==> src/rtl/seven_seg_scanner_pkg.sv <==
// seg_pkg: shared constants, types and helpers for the 7-segment scanner.
//   SEG_OFF / AN_OFF : blanked (all-off) active-low levels for segments/anodes
//   scan_state_e     : per-slot scan phase (blanking gap, then driving)
//   digit_idx_t      : index of the digit currently being scanned
//   disp_buf_t       : one full display image (4 patterns + 4 decimal points)
//   seg_drive()      : active-high pattern -> active-low cathode levels
package seg_pkg;

  localparam logic [6:0] SEG_OFF    = 7'h7F;
  localparam logic [3:0] AN_OFF     = 4'hF;
  localparam int         NUM_DIGITS = 4;

  typedef enum logic {ST_BLANK, ST_DRIVE} scan_state_e;

  typedef logic [1:0] digit_idx_t;

  typedef struct packed {
    logic [NUM_DIGITS-1:0][6:0] dig;
    logic [NUM_DIGITS-1:0]      dp;
  } disp_buf_t;

  function automatic logic [6:0] seg_drive(input logic [6:0] pattern);
    return ~pattern;
  endfunction

endpackage

==> src/rtl/seven_seg_scanner_if.sv <==
// seven_seg_scanner_if: load-side and pin-side signals of the scanner.
//   master : producer of display patterns (drives load/digits/dp_en), observes pins
//   slave  : the scanner itself
//   load, digit0..3, dp_en  : pattern capture strobe and data
//   seg, dp, an, frame_done : registered active-low display pins and frame pulse
//   brightness              : only present when SEG_DIM_EN is defined
interface seven_seg_scanner_if;
  logic       load;
  logic [6:0] digit0;
  logic [6:0] digit1;
  logic [6:0] digit2;
  logic [6:0] digit3;
  logic [3:0] dp_en;
`ifdef SEG_DIM_EN
  logic [2:0] brightness;
`endif
  logic [6:0] seg;
  logic       dp;
  logic [3:0] an;
  logic       frame_done;

  modport master (
    output load, digit0, digit1, digit2, digit3, dp_en,
`ifdef SEG_DIM_EN
    output brightness,
`endif
    input  seg, dp, an, frame_done
  );

  modport slave (
    input  load, digit0, digit1, digit2, digit3, dp_en,
`ifdef SEG_DIM_EN
    input  brightness,
`endif
    output seg, dp, an, frame_done
  );
endinterface

==> src/rtl/seven_seg_scanner_timer.sv <==
// seg_refresh_timer: per-digit slot counter.
//   clk, reset_n : clock, async active-low reset
//   blank_end    : high on the last cycle of the blanking gap of a slot
//   slot_end     : high on the last cycle of a slot; counter returns to 0 next
// The counter only ever wraps through slot_end, never by overflow.
module seg_refresh_timer #(
  parameter int DIGIT_CYCLES = 100000,
  parameter int BLANK_CYCLES = 1000
) (
  input  logic clk,
  input  logic reset_n,
  output logic blank_end,
  output logic slot_end
);
  localparam int CNT_W = $clog2(DIGIT_CYCLES);

  logic [CNT_W-1:0] cnt_q, cnt_d;

  assign blank_end = (cnt_q == CNT_W'(BLANK_CYCLES - 1));
  assign slot_end  = (cnt_q == CNT_W'(DIGIT_CYCLES - 1));

  always_comb begin
    cnt_d = slot_end ? '0 : cnt_q + 1'b1;
  end

  always_ff @(posedge clk or negedge reset_n) begin
    if (!reset_n) cnt_q <= '0;
    else          cnt_q <= cnt_d;
  end
endmodule

==> src/rtl/seven_seg_scanner.sv <==
// seven_seg_scanner: time-multiplexes four 7-segment patterns onto one shared
// active-low segment bus with four active-low anodes, inserting a blanking gap
// at the start of every digit slot. New patterns go into a pending buffer and
// are promoted to the displayed buffer only at the frame boundary (last cycle
// of digit 3), so a frame is never torn.
//   clk, reset_n : clock, async active-low reset (pins blank immediately)
//   bus (slave)  : load/digit0..3/dp_en in; seg/dp/an/frame_done out (registered)
// Optional feature macro SEG_DIM_EN: adds bus.brightness[2:0] and a free-running
// 3-bit PWM counter gating the anode during the drive phase.
module seven_seg_scanner
  import seg_pkg::*;
#(
  parameter int DIGIT_CYCLES = 100000,
  parameter int BLANK_CYCLES = 1000
) (
  input  logic                clk,
  input  logic                reset_n,
  seven_seg_scanner_if.slave  bus
);
  logic        blank_end, slot_end, boundary, drive_on, an_on;
  scan_state_e state_q, state_d;
  digit_idx_t  idx_q, idx_d;
  disp_buf_t   pend_q, pend_d, act_q, act_d, live;
  logic [6:0]  seg_q, seg_d;
  logic        dp_q, dp_d;
  logic [3:0]  an_q, an_d;
  logic        fd_q, fd_d;
`ifdef SEG_DIM_EN
  logic [2:0]  pwm_q, pwm_d;
`endif

  seg_refresh_timer #(
    .DIGIT_CYCLES (DIGIT_CYCLES),
    .BLANK_CYCLES (BLANK_CYCLES)
  ) u_timer (
    .clk       (clk),
    .reset_n   (reset_n),
    .blank_end (blank_end),
    .slot_end  (slot_end)
  );

  assign live     = {bus.digit3, bus.digit2, bus.digit1, bus.digit0, bus.dp_en};
  assign boundary = (state_q == ST_DRIVE) && slot_end && (idx_q == 2'd3);
  assign drive_on = (state_q == ST_DRIVE);

  always_comb begin
    state_d = state_q;
    idx_d   = idx_q;
    case (state_q)
      ST_BLANK: if (blank_end) state_d = ST_DRIVE;
      ST_DRIVE: if (slot_end) begin
        state_d = ST_BLANK;
        idx_d   = digit_idx_t'(idx_q + 1'b1);
      end
      default:  state_d = ST_BLANK;
    endcase

    pend_d = bus.load ? live : pend_q;
    // pend_d already carries a same-cycle load, giving the boundary bypass.
    act_d  = boundary ? pend_d : act_q;
    fd_d   = boundary;

`ifdef SEG_DIM_EN
    pwm_d  = pwm_q + 3'd1;
    an_on  = drive_on && (pwm_q <= bus.brightness);
`else
    an_on  = drive_on;
`endif

    an_d  = AN_OFF;
    seg_d = SEG_OFF;
    dp_d  = 1'b1;
    if (drive_on) begin
      seg_d = seg_drive(act_q.dig[idx_q]);
      dp_d  = ~act_q.dp[idx_q];
      if (an_on) an_d[idx_q] = 1'b0;
    end
  end

  always_ff @(posedge clk or negedge reset_n) begin
    if (!reset_n) begin
      state_q <= ST_BLANK;
      idx_q   <= '0;
      pend_q  <= '0;
      act_q   <= '0;
      seg_q   <= SEG_OFF;
      dp_q    <= 1'b1;
      an_q    <= AN_OFF;
      fd_q    <= 1'b0;
`ifdef SEG_DIM_EN
      pwm_q   <= '0;
`endif
    end else begin
      state_q <= state_d;
      idx_q   <= idx_d;
      pend_q  <= pend_d;
      act_q   <= act_d;
      seg_q   <= seg_d;
      dp_q    <= dp_d;
      an_q    <= an_d;
      fd_q    <= fd_d;
`ifdef SEG_DIM_EN
      pwm_q   <= pwm_d;
`endif
    end
  end

  assign bus.seg        = seg_q;
  assign bus.dp         = dp_q;
  assign bus.an         = an_q;
  assign bus.frame_done = fd_q;
endmodule

==> src/flat_wrapper.sv <==
// flat-port wrapper written by rule: the top's interface ports become plain ports
module seven_seg_scanner_flat import seg_pkg::*;
#(
  parameter int DIGIT_CYCLES = 100000,
  parameter int BLANK_CYCLES = 1000
)
  (clk, reset_n, bus_load, bus_digit0, bus_digit1, bus_digit2, bus_digit3, bus_dp_en, bus_seg, bus_dp, bus_an, bus_frame_done);
  seven_seg_scanner_if bus_i ();
  input  logic clk;
  input  logic reset_n;
  input wire logic [$bits(bus_i.load)-1:0] bus_load;
  input wire logic [$bits(bus_i.digit0)-1:0] bus_digit0;
  input wire logic [$bits(bus_i.digit1)-1:0] bus_digit1;
  input wire logic [$bits(bus_i.digit2)-1:0] bus_digit2;
  input wire logic [$bits(bus_i.digit3)-1:0] bus_digit3;
  input wire logic [$bits(bus_i.dp_en)-1:0] bus_dp_en;
  output wire logic [$bits(bus_i.seg)-1:0] bus_seg;
  output wire logic [$bits(bus_i.dp)-1:0] bus_dp;
  output wire logic [$bits(bus_i.an)-1:0] bus_an;
  output wire logic [$bits(bus_i.frame_done)-1:0] bus_frame_done;
  assign bus_i.load = bus_load;
  assign bus_i.digit0 = bus_digit0;
  assign bus_i.digit1 = bus_digit1;
  assign bus_i.digit2 = bus_digit2;
  assign bus_i.digit3 = bus_digit3;
  assign bus_i.dp_en = bus_dp_en;
  assign bus_seg = bus_i.seg;
  assign bus_dp = bus_i.dp;
  assign bus_an = bus_i.an;
  assign bus_frame_done = bus_i.frame_done;
  seven_seg_scanner #(.DIGIT_CYCLES(DIGIT_CYCLES), .BLANK_CYCLES(BLANK_CYCLES)) u_core (.clk(clk), .reset_n(reset_n), .bus(bus_i));
endmodule
==> config.mk <==
export PLATFORM = sky130hd
export DESIGN_NAME = seven_seg_scanner_flat
export DESIGN_NICKNAME = d
export VERILOG_FILES = /design/src/rtl/seven_seg_scanner_pkg.sv /design/src/rtl/seven_seg_scanner_if.sv /design/src/rtl/seven_seg_scanner_timer.sv /design/src/rtl/seven_seg_scanner.sv /design/src/flat_wrapper.sv
export SDC_FILE = /design/constraint.sdc
export NUM_CORES = 1
export LEC_CHECK = 0
export BUFFER_PORTS_ARGS = -buffer_cell sky130_fd_sc_hd__clkbuf_2
export CAP_MARGIN = 30
export CORE_ASPECT_RATIO = 1.2
export CORE_MARGIN = 10
export CORE_UTILIZATION = 57
export CTS_CLUSTER_DIAMETER = 30
export DETAILED_ROUTE_END_ITERATION = 10
export MAX_ROUTING_LAYER = met4
export PLACE_DENSITY = 0.78
export SETUP_SLACK_MARGIN = 0.05
export SLEW_MARGIN = 40
export SYNTH_ARGS = -nofsm -noshare
export SYNTH_HDL_FRONTEND = slang
export SYNTH_SLANG_ARGS = --single-unit
==> constraint.sdc <==
create_clock -name clk -period 6.03 [get_ports clk]
set_clock_uncertainty 0.15 [all_clocks]
set_input_delay 0.3015 -clock clk [delete_from_list [all_inputs] [get_ports clk]]
set_output_delay 0.3015 -clock clk [all_outputs]
set_load 0.005 [all_outputs]
Word-level counts from Yosys, hierarchy flattened
Cells that the tools add are included.
Widths: inputs -> output; s select.
{"block": "classes", "order_cmp": 2, "shift": 0, "bitwise_logic": 4, "reduce_logical": 4, "mul": 0, "n_addsub": 2, "muxes": 14, "div_mod_pow": 0, "n_eq_ne": 3}
{"op": "$mux 32", "n": 1}
{"op": "$add 17x1->17 const B", "n": 1}
{"op": "$eq 17x10->1 const B", "n": 1}
{"op": "$eq 17x17->1 const B", "n": 1}
{"op": "$mux 17", "n": 1}
{"op": "$bmux 7 s2", "n": 1}
{"op": "$mux 7", "n": 2}
{"op": "$not 7->7", "n": 1}
{"op": "$mux 1", "n": 5}
{"op": "$mux 4", "n": 1}
{"op": "$not 4->4", "n": 1}
{"op": "$logic_and 1x1->1", "n": 3}
{"op": "$lt 2x3->1 const B", "n": 1}
{"op": "$add 2x1->2 const B", "n": 1}
{"op": "$bmux 1 s2", "n": 1}
{"op": "$demux 1 s2", "n": 1}
{"op": "$eq 2x2->1 const B", "n": 1}
{"op": "$ge 2x1->1 const B", "n": 1}
{"op": "$not 1->1", "n": 2}
{"op": "$pmux 1 s2", "n": 1}
{"op": "$reduce_and 2->1", "n": 1}
{"block": "word_totals", "elab_cells": 46, "ram_bits": 0, "register_bits": 97, "input_bits": 35, "memories": 0, "latchBits": 0, "mem_bits_ro": 0, "out_inout_bits": 13}

Depth between registers and ports, before layout
{"block": "depth", "word_depth": 6, "ltp_mapped": 7, "ltp_nobuf": 5}

Modules after synthesis
Synthesis repeated with hierarchy kept, for this count alone.
{"block": "hier_totals", "cells_unflattened": 273, "area_unflattened_um2": 4383.0}
{"module": "seven_seg_scanner", "area_per_inst_um2": 3448.3, "instances": 1, "cells_each": 187}
{"module": "seg_refresh_timer", "area_per_inst_um2": 934.6, "instances": 1, "cells_each": 86}

Least setup slack after synthesis
Ideal clock, no wire load.
{"block": "synth_path", "path_type": "register -> register", "startpoint": "register u_core.u_timer.cnt_q[13]", "endpoint": "register u_core.act_q[0] (netlist bit)", "t_arrival_ns": 2.133, "stages_incl_launch_ff": 7, "slack_ns": 3.622, "period_less_slack_ns": 2.408, "required_ns": 5.755, "cell_sequence": "dfrtp_1 nor4_4 or3b_1 or4_1 buf_6 buf_12 mux2_4"}
{"block": "synth_between", "elab_chain_len": 3}
{"item": "start, declared", "line": "seven_seg_scanner_timer.sv:17", "source": "logic [CNT_W-1:0] cnt_q, cnt_d;"}
{"item": "start signal, assigned", "line": "seven_seg_scanner_timer.sv:28", "source": "else cnt_q <= cnt_d;"}
{"item": "$eq 17x17->1", "line": "seven_seg_scanner_timer.sv:20", "source": "assign slot_end = (cnt_q == CNT_W'(DIGIT_CYCLES - 1));"}
{"item": "$logic_and 1x1->1 (2 in series)", "line": "seven_seg_scanner.sv:43", "source": "assign boundary = (state_q == ST_DRIVE) && slot_end && (idx_q == 2'd3);"}
{"item": "end signal, assigned", "line": "seven_seg_scanner.sv:97", "source": "act_q <= act_d;"}
{"item": "end, declared", "line": "seven_seg_scanner.sv:23", "source": "disp_buf_t pend_q, pend_d, act_q, act_d, live;"}
No other way between the ends.
A chain may end at the register's enable or synchronous reset.

Worst setup path in the final report
{"block": "layout_path", "startpoint": "register u_core.u_timer.cnt_q[13]", "endpoint": "register u_core.act_q[26] (netlist bit)"}
The elaborated chain is that of the path after synthesis.

==> results.sh <==
export IMPL_status="finished, final reports clean"
export IMPL_p_total_mw=1.26
export IMPL_hold_class="in -> reg"
export IMPL_dieArea_mm2=0.0111
export IMPL_netlist_cell_type_count=34
export IMPL_rr_worst_depth=4
export IMPL_relSlewSlack_pct=49.7
export IMPL_initial_core_util_pct=57.9
export IMPL_rows=34
export IMPL_setup_violations=0
export IMPL_core_area_mm2=0.00715
export IMPL_drt_iter0_drc=125
export IMPL_fin_crit_ns=2.63
export IMPL_insertedDiodeCount=0
export IMPL_io_buffers=47
export IMPL_worst_path_stages=4
export IMPL_clock_sinks=97
export IMPL_grt_pass1_wl_um=12200
export IMPL_clock_root_buffer="clkbuf_8"
export IMPL_ctsResizeCount=0
export IMPL_synthesis_area_mm2=0.00414
export IMPL_seq_area_frac_synth_pct=59.0
export IMPL_setup_tns_ns=0
export IMPL_end_kind="flop"
export IMPL_multi_input_area_mm2=0.00158
export IMPL_rsz0062_at_grt="false"
export IMPL_arrival_ns=2.73
export IMPL_ff_latch_area_mm2=0.00244
export IMPL_cts_tree="done"
export IMPL_crit_chain="nor4_4 > or3b_1 > or4_4 > mux2_4"
export IMPL_layout_nets=355
export IMPL_finalCritPeriodShare_pct=43.7
export IMPL_die_y_um=113
export IMPL_start_kind="flop"
export IMPL_cp_max_fo=32
export IMPL_crit_type="reg -> reg"
export IMPL_postRouteAntennaNets=0
export IMPL_wl_per_cell_um=17.4
export IMPL_detail_route_first_pass_iterations=4
export IMPL_yosys_top_cells_area="dfrtp_1 51%, mux2_4 11%, mux2_2 9.5%"
export IMPL_grt_antenna_before_repair=0
export IMPL_ys_async_sr_fraction_pct=100
export IMPL_place_congestion=0.884
export IMPL_viasPerCell=5.46
export IMPL_grt_max_degree=71
export IMPL_hold_violations=0
export IMPL_fmax_ghz=0.380
export IMPL_cts_max_level=3
export IMPL_ir_drop_v=0.000174
export IMPL_maxCapViolCount=0
export IMPL_cts_buffers=9
export IMPL_crit_path_max_incr_delay_ns=0.78
export IMPL_synthFlopType="dfrtp_1"
export IMPL_syn_num_nets=310
export IMPL_crit_required_ns=6.13
export IMPL_min_path_cells=2
export IMPL_drt_total_wl_um=7100
export IMPL_fillCellCount=516
export IMPL_clk_pin_slew_ns=0.09
export IMPL_ios=48
export IMPL_total_leakage_power_nw=2.17
export IMPL_slowest_stage="or4_4"
export IMPL_drt_drc_violations_left=0
export IMPL_globalRouteOverflowTotal=0
export IMPL_power_density_mw_per_mm2=271
export IMPL_synth_edf_count=0
export IMPL_dp_hpwl_um=4800
export IMPL_synth_top_cell_area_share_pct=51.4
export IMPL_synth_warnings=0
export IMPL_critical_path_buf_inv_count=0
export IMPL_slew_violations=0
export IMPL_drive_gt1_share_pct=48.4
export IMPL_worst_pin_slew_ns=0.755
export IMPL_ys_seq_elements=97
export IMPL_clk_latency_ns=0.35
export IMPL_synthCells=269
export IMPL_syn_mean_instance_area_um2=15.4
export IMPL_grt_pass1_vias=2498
export IMPL_die_w_um=97.8
export IMPL_vias=2229
export IMPL_track_usage_pct=14.1
export IMPL_crit_family="simple AND/OR/NAND/NOR gates"
export IMPL_synth_top_cell_by_area="dfrtp_1"
export IMPL_clk_path_buf_depth=2
export IMPL_area_delta_synth_final_pct=11.9
## cells in the mapped netlist (5+ instances only)
cell / instances
mux2_2: 35
mux2_4: 30
nor2_1: 9
nand3_1: 5
ha_1: 6
nand2_1: 19
nand4_1: 7
xor2_1: 7
dfrtp_1: 85
clkbuf_1: 8
mux4_2: 8
dfstp_2: 12
xnor2_1: 8
## layer usage
layer / vias to the layer above / part of all wire, % / track usage [%]
met5: - / 0 / -
met4: 0 / 2.7 / 7.77
met3: 15 / 3.8 / 2.78
met2: 51 / 48 / 21.2
met1: 1136 / 45 / 17.6
li1: 1027 / - / -
## per-stage QoR
stage               cells  instance area [µm²]  hold slack (ns)  setup WS (ns)  utilization, %
floorplan             269                 4140           -0.144           3.62               -
global placement      392                 4390           0.0844           3.00            61.4
detailed placement    392                 4390           0.0862           3.39            61.4
CTS                   408                 4630           0.0236           3.38            64.8
global route          408                 4640           0.0390           3.25            64.9
finish                408                 4640           0.0427           3.40            64.9
## sequential cells by signal, summed over array words and instances, names as in the netlist
name / count
u_core.act_q: 32
u_core.an_on: 1
u_core.bus.an: 4
u_core.bus.dp: 1
u_core.bus.frame_done: 1
u_core.bus.seg: 7
u_core.idx_q: 2
u_core.pend_q: 32
u_core.u_timer.cnt_q: 17
## where the power goes
group	total (mW)	leakage (nW)	switching (mW)	internal (mW)
clock	0.483	0.115	0.211	0.272
sequential	0.694	1.19	0.0115	0.682
combinational	0.0802	0.860	0.0343	0.0459
total	1.26	2.17	0.257	1.00
## layout by cell type (no fill, tap or decap), types with 7 or more instances in the layout
cell      synthesis  routed
xnor2_1           8       8
nand2_1          19      19
clkbuf_2          0      45
nand4_1           7       7
dfstp_2          12      12
nor2_1            9       9
mux2_2           35      35
clkbuf_8          0       9
mux4_2            8       8
xor2_1            7       7
dfrtp_1          85      85
mux2_4           30      30
## kinds of logic (layout without fill, tap and decap cells)
logic type	after synthesis	after routing	share of synthesized area [%]
flops	97	97	59.0
mux	74	74	25.0
simple gates	58	58	7.92
buf+inv	17	66	2.90
xor+xnor	15	15	3.17
fa+ha+maj	6	6	1.81
compound gates	2	2	0.241
## timing repair
action / CTS / global route
setup endpoints to repair: 0 / 0
setup buffers: 0 / 0
endpoints found under the hold margin: 27 / 0
hold buffers: 1 / 0
## final cells by class
cell class | instances | area share [%]
Clock buffer | 9 | 2.67
Clock inverter | 6 | 2.32
Inverter | 2 | 0.162
Multi-Input combinational cell | 155 | 34.1
Sequential cell | 97 | 52.7
Tap cell | 90 | 2.43
Timing Repair Buffer | 49 | 5.59
## path summary, 6_finish.rpt
path                                          start                end  slack, ns
min reg2reg                        u_core.pend_q[3]   u_core.pend_q[3]       0.35
min in group asynchronous                   reset_n  u_core.pend_q[14]       0.24
min                                   bus_digit3[5]  u_core.pend_q[30]       0.04
max in group asynchronous                   reset_n   u_core.act_q[31]       4.57
max                        u_core.u_timer.cnt_q[13]   u_core.act_q[26]       3.40
max reg2reg                u_core.u_timer.cnt_q[13]   u_core.act_q[26]       3.40
Note: power is estimated with default switching activity, not from simulation.
